File: config.mk
export PLATFORM = sky130hd
export DESIGN_NAME = rtc_time_reader
export DESIGN_NICKNAME = d
export VERILOG_FILES = /design/src/rtl/rtc_pkg.sv /design/src/rtl/rise_detect.sv /design/src/rtl/rtc_time_reader.sv
export SDC_FILE = /design/constraint.sdc
export NUM_CORES = 1
export LEC_CHECK = 0
export ABC_CLOCK_PERIOD_IN_PS = 6500
export CAP_MARGIN = 20
export CORE_MARGIN = 4
export CORE_UTILIZATION = 30
export DETAILED_ROUTE_END_ITERATION = 10
export PLACE_DENSITY_LB_ADDON = 0.3
export SLEW_MARGIN = 20
export SYNTH_ARGS = -nofsm -noshare
export SYNTH_HDL_FRONTEND = slang
export SYNTH_SLANG_ARGS = --single-unit
export TNS_END_PERCENT = 10
File: constraint.sdc
create_clock -name clk_sys -period 6.5 [get_ports clk_sys]
set_input_delay 0.65 -clock clk_sys [delete_from_list [all_inputs] [get_ports clk_sys]]
set_output_delay 0.65 -clock clk_sys [all_outputs]
set_load 0.01 [all_outputs]
File: src/rtl/rtc_pkg.sv
// Shared types and constants for the DS3231 time reader.
package rtc_pkg;

    localparam int unsigned CNT_W = 32;

    localparam logic [6:0] RTC_ADDR_DEFAULT = 7'h68;

    localparam int unsigned REG_SEC  = 0;
    localparam int unsigned REG_MIN  = 1;
    localparam int unsigned REG_HOUR = 2;

    typedef enum logic [3:0] {
        ST_IDLE,
        ST_SET_START,
        ST_SET_BYTE,
        ST_PTR_START,
        ST_PTR_BYTE,
        ST_PTR_END,
        ST_GAP1,
        ST_RD_START,
        ST_RD_COLLECT,
        ST_GAP2,
        ST_UPDATE,
        ST_ERR_GAP
    } state_t;

    // States covered by the transaction timeout (start pulse up to GAP2 entry)
    function automatic logic in_txn(input state_t s);
        return (s != ST_IDLE) && (s != ST_GAP2) && (s != ST_UPDATE) && (s != ST_ERR_GAP);
    endfunction

endpackage

File: src/rtl/rise_detect.sv
// Generic registered rising-edge detector; rise_c is combinational.
module rise_detect (
    input  logic clk_sys,
    input  logic reset_n,
    input  logic d,
    output logic rise_c
);

    logic d_q;

    always_ff @(posedge clk_sys or negedge reset_n) begin
        if (!reset_n) d_q <= 1'b0;
        else          d_q <= d;
    end

    assign rise_c = d & ~d_q;

endmodule

File: src/rtl/rtc_time_reader.sv
// Polls DS3231 seconds/minutes/hours through the I2C master core handshake.
// Define RTC_SET_EN to add the time-set write path (set_* ports).
module rtc_time_reader
    import rtc_pkg::*;
#(
    parameter int unsigned POLL_CYCLES    = 50_000_000,
    parameter int unsigned GAP_CYCLES     = 2_000,
    parameter int unsigned TIMEOUT_CYCLES = 200_000,
    parameter logic [6:0]  RTC_ADDR       = RTC_ADDR_DEFAULT
) (
    input  logic       clk_sys,
    input  logic       reset_n,
    output logic       wr_address,
    output logic       rd_address,
    output logic [6:0] data_address,
    output logic [7:0] byte_read,
    output logic       in_valid,
    output logic [7:0] in_data,
    input  logic       in_ready,
    input  logic       out_valid,
    input  logic [7:0] out_data,
`ifdef RTC_SET_EN
    input  logic       set_req,
    input  logic [6:0] set_sec,
    input  logic [6:0] set_min,
    input  logic [5:0] set_hour,
`endif
    output logic [6:0] sec,
    output logic [6:0] min,
    output logic [5:0] hour,
    output logic       time_valid,
    output logic       err
);

    state_t                 state, state_n;
    logic [CNT_W-1:0]       cnt, cnt_n;
    logic [CNT_W-1:0]       tmo, tmo_n;
    logic [1:0]             idx, idx_n;
    logic [3:0][7:0]        rd_buf, rd_buf_n;
    logic                   wr_address_n, rd_address_n, in_valid_n, time_valid_n, err_n;
    logic [7:0]             in_data_n;
    logic [6:0]             sec_n, min_n;
    logic [5:0]             hour_n;
    logic                   ready_rise_c;
    logic                   unused_bits;

`ifdef RTC_SET_EN
    logic                   pend, pend_n;
    logic [6:0]             pend_sec, pend_sec_n, pend_min, pend_min_n;
    logic [5:0]             pend_hour, pend_hour_n;
`endif

    assign data_address = RTC_ADDR;
    assign byte_read    = 8'd3;
    assign unused_bits  = ^{rd_buf[3], rd_buf[0][7], rd_buf[1][7], rd_buf[2][7:6]};

    rise_detect u_ready_rise (
        .clk_sys (clk_sys),
        .reset_n (reset_n),
        .d       (in_ready),
        .rise_c  (ready_rise_c)
    );

    always_ff @(posedge clk_sys or negedge reset_n) begin
        if (!reset_n) begin
            state      <= ST_IDLE;
            cnt        <= '0;
            tmo        <= '0;
            idx        <= '0;
            rd_buf     <= '0;
            wr_address <= 1'b0;
            rd_address <= 1'b0;
            in_valid   <= 1'b0;
            in_data    <= '0;
            sec        <= '0;
            min        <= '0;
            hour       <= '0;
            time_valid <= 1'b0;
            err        <= 1'b0;
`ifdef RTC_SET_EN
            pend       <= 1'b0;
            pend_sec   <= '0;
            pend_min   <= '0;
            pend_hour  <= '0;
`endif
        end else begin
            state      <= state_n;
            cnt        <= cnt_n;
            tmo        <= tmo_n;
            idx        <= idx_n;
            rd_buf     <= rd_buf_n;
            wr_address <= wr_address_n;
            rd_address <= rd_address_n;
            in_valid   <= in_valid_n;
            in_data    <= in_data_n;
            sec        <= sec_n;
            min        <= min_n;
            hour       <= hour_n;
            time_valid <= time_valid_n;
            err        <= err_n;
`ifdef RTC_SET_EN
            pend       <= pend_n;
            pend_sec   <= pend_sec_n;
            pend_min   <= pend_min_n;
            pend_hour  <= pend_hour_n;
`endif
        end
    end

    // Outputs are computed one cycle ahead so every strobe leaves a flop
    always_comb begin
        state_n      = state;
        idx_n        = idx;
        rd_buf_n     = rd_buf;
        wr_address_n = 1'b0;
        rd_address_n = 1'b0;
        in_valid_n   = 1'b0;
        in_data_n    = 8'h00;
        sec_n        = sec;
        min_n        = min;
        hour_n       = hour;
        time_valid_n = 1'b0;
        err_n        = err;
`ifdef RTC_SET_EN
        pend_n       = pend;
        pend_sec_n   = pend_sec;
        pend_min_n   = pend_min;
        pend_hour_n  = pend_hour;
`endif

        unique case (state)
            ST_IDLE: begin
`ifdef RTC_SET_EN
                if (pend) begin
                    state_n      = ST_SET_START;
                    wr_address_n = 1'b1;
                    pend_n       = 1'b0;
                end else
`endif
                if (cnt == CNT_W'(POLL_CYCLES - 1)) begin
                    state_n      = ST_PTR_START;
                    wr_address_n = 1'b1;
                end
            end
            ST_SET_START: begin
                idx_n   = 2'd0;
                state_n = ST_SET_BYTE;
            end
            ST_SET_BYTE: begin
`ifdef RTC_SET_EN
                if (ready_rise_c) begin
                    in_valid_n = 1'b1;
                    unique case (idx)
                        2'd0:    in_data_n = 8'h00;
                        2'd1:    in_data_n = {1'b0, pend_sec};
                        2'd2:    in_data_n = {1'b0, pend_min};
                        default: in_data_n = {2'b00, pend_hour};
                    endcase
                    idx_n = idx + 2'd1;
                    if (idx == 2'd3) state_n = ST_PTR_END;
                end
`else
                state_n = ST_IDLE;
`endif
            end
            ST_PTR_START: state_n = ST_PTR_BYTE;
            ST_PTR_BYTE: begin
                if (ready_rise_c) begin
                    in_valid_n = 1'b1;
                    in_data_n  = 8'h00;
                    state_n    = ST_PTR_END;
                end
            end
            // Withholding the strobe here makes the core NACK and send STOP
            ST_PTR_END: if (ready_rise_c) state_n = ST_GAP1;
            ST_GAP1: begin
                if (cnt == CNT_W'(GAP_CYCLES - 1)) begin
                    state_n      = ST_RD_START;
                    rd_address_n = 1'b1;
                end
            end
            ST_RD_START: begin
                idx_n   = 2'd0;
                state_n = ST_RD_COLLECT;
            end
            ST_RD_COLLECT: begin
                if (out_valid) begin
                    rd_buf_n[idx] = out_data;
                    idx_n         = idx + 2'd1;
                    if (idx == 2'd2) state_n = ST_GAP2;
                end
            end
            ST_GAP2: begin
                if (cnt == CNT_W'(GAP_CYCLES - 1)) begin
                    state_n      = ST_UPDATE;
                    time_valid_n = 1'b1;
                    sec_n        = rd_buf[REG_SEC][6:0];
                    min_n        = rd_buf[REG_MIN][6:0];
                    hour_n       = rd_buf[REG_HOUR][5:0];
                    err_n        = 1'b0;
                end
            end
            ST_UPDATE: state_n = ST_IDLE;
            ST_ERR_GAP: if (cnt == CNT_W'(GAP_CYCLES - 1)) state_n = ST_IDLE;
            default: state_n = ST_IDLE;
        endcase

        // Abort overrides whatever the transaction state wanted this cycle
        if (in_txn(state) && (tmo == CNT_W'(TIMEOUT_CYCLES - 1))) begin
            state_n      = ST_ERR_GAP;
            err_n        = 1'b1;
            wr_address_n = 1'b0;
            rd_address_n = 1'b0;
            in_valid_n   = 1'b0;
            in_data_n    = 8'h00;
        end

`ifdef RTC_SET_EN
        if (set_req) begin
            pend_n      = 1'b1;
            pend_sec_n  = set_sec;
            pend_min_n  = set_min;
            pend_hour_n = set_hour;
        end
`endif

        cnt_n = (state_n != state) ? '0 : cnt + CNT_W'(1);
        tmo_n = in_txn(state) ? tmo + CNT_W'(1) : '0;
    end

endmodule
==> summary.txt <==
Clock tree
  – H-tree depth: 4
  – Post-CTS Resized: 0
  – Worst skew pair latency: 410 ps
  – Hold_buf cts: 0
  – Root Driver: clkbuf_16
  – Setup Buffers After CTS: 0
  – CTS Sinks: 116
  – Clk buf depth: 2
  – Total CTS buffers: 17
  – CTS tree: yes
  – CTS clock-pin slew for the worst setup and hold paths: 50 ps

Logic synthesis
  – Mapped Area: 5678 sq um
  – Synth area leader: dfrtp_1
  – Post-synthesis cell count: 520
  – Ys Warns: 0
  – Post-synth ARST share: 100.0%
  – Syn_area_per_cell: 10.92 sq um
  – Top-area cell type share of the netlist area: 51.12%
  – Post-synth EDFFs: 0
  – Flop and latch count out of synthesis: 116
  – Synth top area cells: dfrtp_1 51%, mux2_2 7.5%, xor2_1 5.6%, nor2_1 3.8%, xnor2_1 3.2%
  – Yosys cell types: 51
  – Synth top cells by count: 116 x dfrtp_1, 58 x nor2_1, 38 x mux2_2
  – Prevailing post-synth register cell: dfrtp_1
  – Top-count cell post-synth: dfrtp_1
  – Sequential area share after synthesis: 51.12%

Pwr
  – Leak pwr: 2.992 nW
  – Clock share of power: 44.0%
  – Net Switching: 0.5881 mW
  – Worst vdd ir: 181.6 uV
  – PwrDens: 304.4 nW/um^2
  – Flop pwr share: 39.9%
  – Int Pwr: 1.459 mW
  – Gate power share: 16.1%
  – Sw frac: 28.73%

STA
  – Post-layout minimum cycle time: 3309 ps
  – RSZ-0062 raised after global routing: no
  – Worst-Margin Slew: 1063 ps
  – Post-route setup TNS: 0 ps
  – Max Transition Viols Final: 0
  – FMAX: 0.3022 GHz
  – Slew Limit Headroom: 29.15%
  – Setup Skew: 9.428 ps
  – # setup viols final: 0
  – Hold Vio Cnt, Final: 0
  – Hold slack: 228.7 ps
  – Final period utilization: 50.90%

Setup path
  – WS Path Type: flip-flop to flip-flop
  – Crit. End Element: flip-flop
  – R2R Setup Slk: 3190 ps
  – Crit path DAT: 3550 ps
  – Crit path from: state[3]
  – Required @ worst endpoint: 6740 ps
  – Max FO, Critical Path: 33
  – Worst flop-to-flop path startpoint: state[3]
  – Crit start category: flip-flop

Global route
  – Initial antenna violation count: 0
  – Gr ovfl total: 0
  – Largest net degree at the start of global routing: 74
  – Vias in the first global route: 3845
  – First-pass GRT wire length: 19420 microns
  – GRT Util Overall: 11.25%

Die
  – Die X: 145.6 microns
  – Die H: 145.6 microns
  – Ports: 60
  – Area of the die: 21190 sq um
  – # rows: 50
  – Core footprint: 18640 sq um
  – Initial Utilization: 30.46%

Run
  – Max Cap Viol: 0

Min path
  – Worst min path class: input port to asynchronous set/reset pin

Final layout
  – Area grow syn2layout: 18.42%
  – Final instance area: 6724 sq um
  – Nets: 574
  – Cell Count, Final, Fillers Out: 803
  – Antenna Cells: 0
  – Ratio of cells with drive above 1 in the final layout: 16.70%

Route
  – DRC Markers: 0
  – Antenna viol nets, final: 0
  – Routed wire length: 11100 microns
  – Vias: 3830
  – Vias/cell: 4.770
  – Initial DRC count: 319
  – Drt pass-1 iters: 4
  – Drt wl/cell: 13.82 microns

Placed design
  – Port Buf Inserts: 35
  – Placed Cells: 772
  – RD Place Congestion: 0.7991
  – Placed Area: 6146 sq um
  – Hpwl dp: 7497 microns

Run status
  – Run status: finished, final reports clean
[layout make-up]
type                    instances  area [sq um]
fillers                      1796         11920
flip-flops and latches        116          2903
multi-input cells             376          2554
clock buffers                  22         474.2
repair buffers                 37         362.8
well taps                     234         292.8
clock inverters                 9         103.9
inverters                       9         33.78
[worst paths after layout]
path,to,cells past startpoint
setup / recovery,cnt[31],6
hold / removal,cnt[30],1
setup reg to reg,cnt[31],6
hold reg to reg,tmo[0],1
max in group asynchronous,tmo[1],2
min in group clk_sys,tmo[0],1
[worst max-delay path, cell delays in order, from the launching register on]
cell and delay (ps):
dfrtp_1 520, or3_4 460, a21oi_4 720, nor4_4 220
o21ba_2 290, o22ai_4 780, nor2_1 130
[cells in the final DEF, fill, tap and decap left out, types with 12 or more instances in the layout]
cell type        synthesis  layout
conb_1                   2      23
and3_1                  17      17
clkbuf_16                0      17
nand2_1                 30      30
mux2_2                  38      38
clkdlybuf4s50_1          0      34
dfrtp_1                116     116
xor2_1                  36      36
nor2_2                  12      12
xnor2_1                 21      21
nand4_1                 14      14
nand3_1                 29      29
nor2_1                  58      58
[sequential cells by signal (all words and copies together) (netlist names)]
name and cells:
cnt 32, err 1, hour 6, idx 2, in_valid 1, min 7
rd_address 1, rd_buf 20, sec 7, state 4, time_valid 1, tmo 32
u_ready_rise.d_q 1, wr_address 1
[metal layers]
layer | GRT usage, % | vias up | share of wire [%]
met5 | 0 | - | 0
met4 | 4.653 | 0 | 1.5
met3 | 3.426 | 14 | 4.0
met2 | 17.22 | 75 | 49
met1 | 14.87 | 1910 | 46
li1 | - | 1831 | -
[power by group through the flow]
stage / registers, mW / clock network [mW] / logic (mW)
finish: 0.818 / 0.901 / 0.329
global route: 0.825 / 0.963 / 0.370
CTS: 0.817 / 0.930 / 0.333
detailed placement: 0.829 / 0 / 0.331
global placement: 0.827 / 0 / 0.320
floorplan: 0.807 / 0 / 0.308
[stage by stage]
stage / util, % / setup slack [ps] / power (mW)
floorplan: - / 4416 / 1.115
global placement: 32.97 / 3288 / 1.147
detailed placement: 32.97 / 3191 / 1.160
CTS: 36.07 / 3151 / 2.081
global route: 36.07 / 2966 / 2.158
finish: 36.07 / 3191 / 2.047
[cells by family after synthesis]
kind of cell / Yosys count / synth area share [%]
multiplexers: 41 / 8.131
XOR/XNOR: 57 / 8.792
AO/OA/AOI/OAI: 31 / 4.055
other: 2 / 0.1323
adder cells (fa/ha/maj): 5 / 1.102
buffers and inverters: 49 / 5.443
flip-flops: 116 / 51.12
AND/OR/NAND/NOR: 219 / 21.22
(Power assumes the default switching activity.)
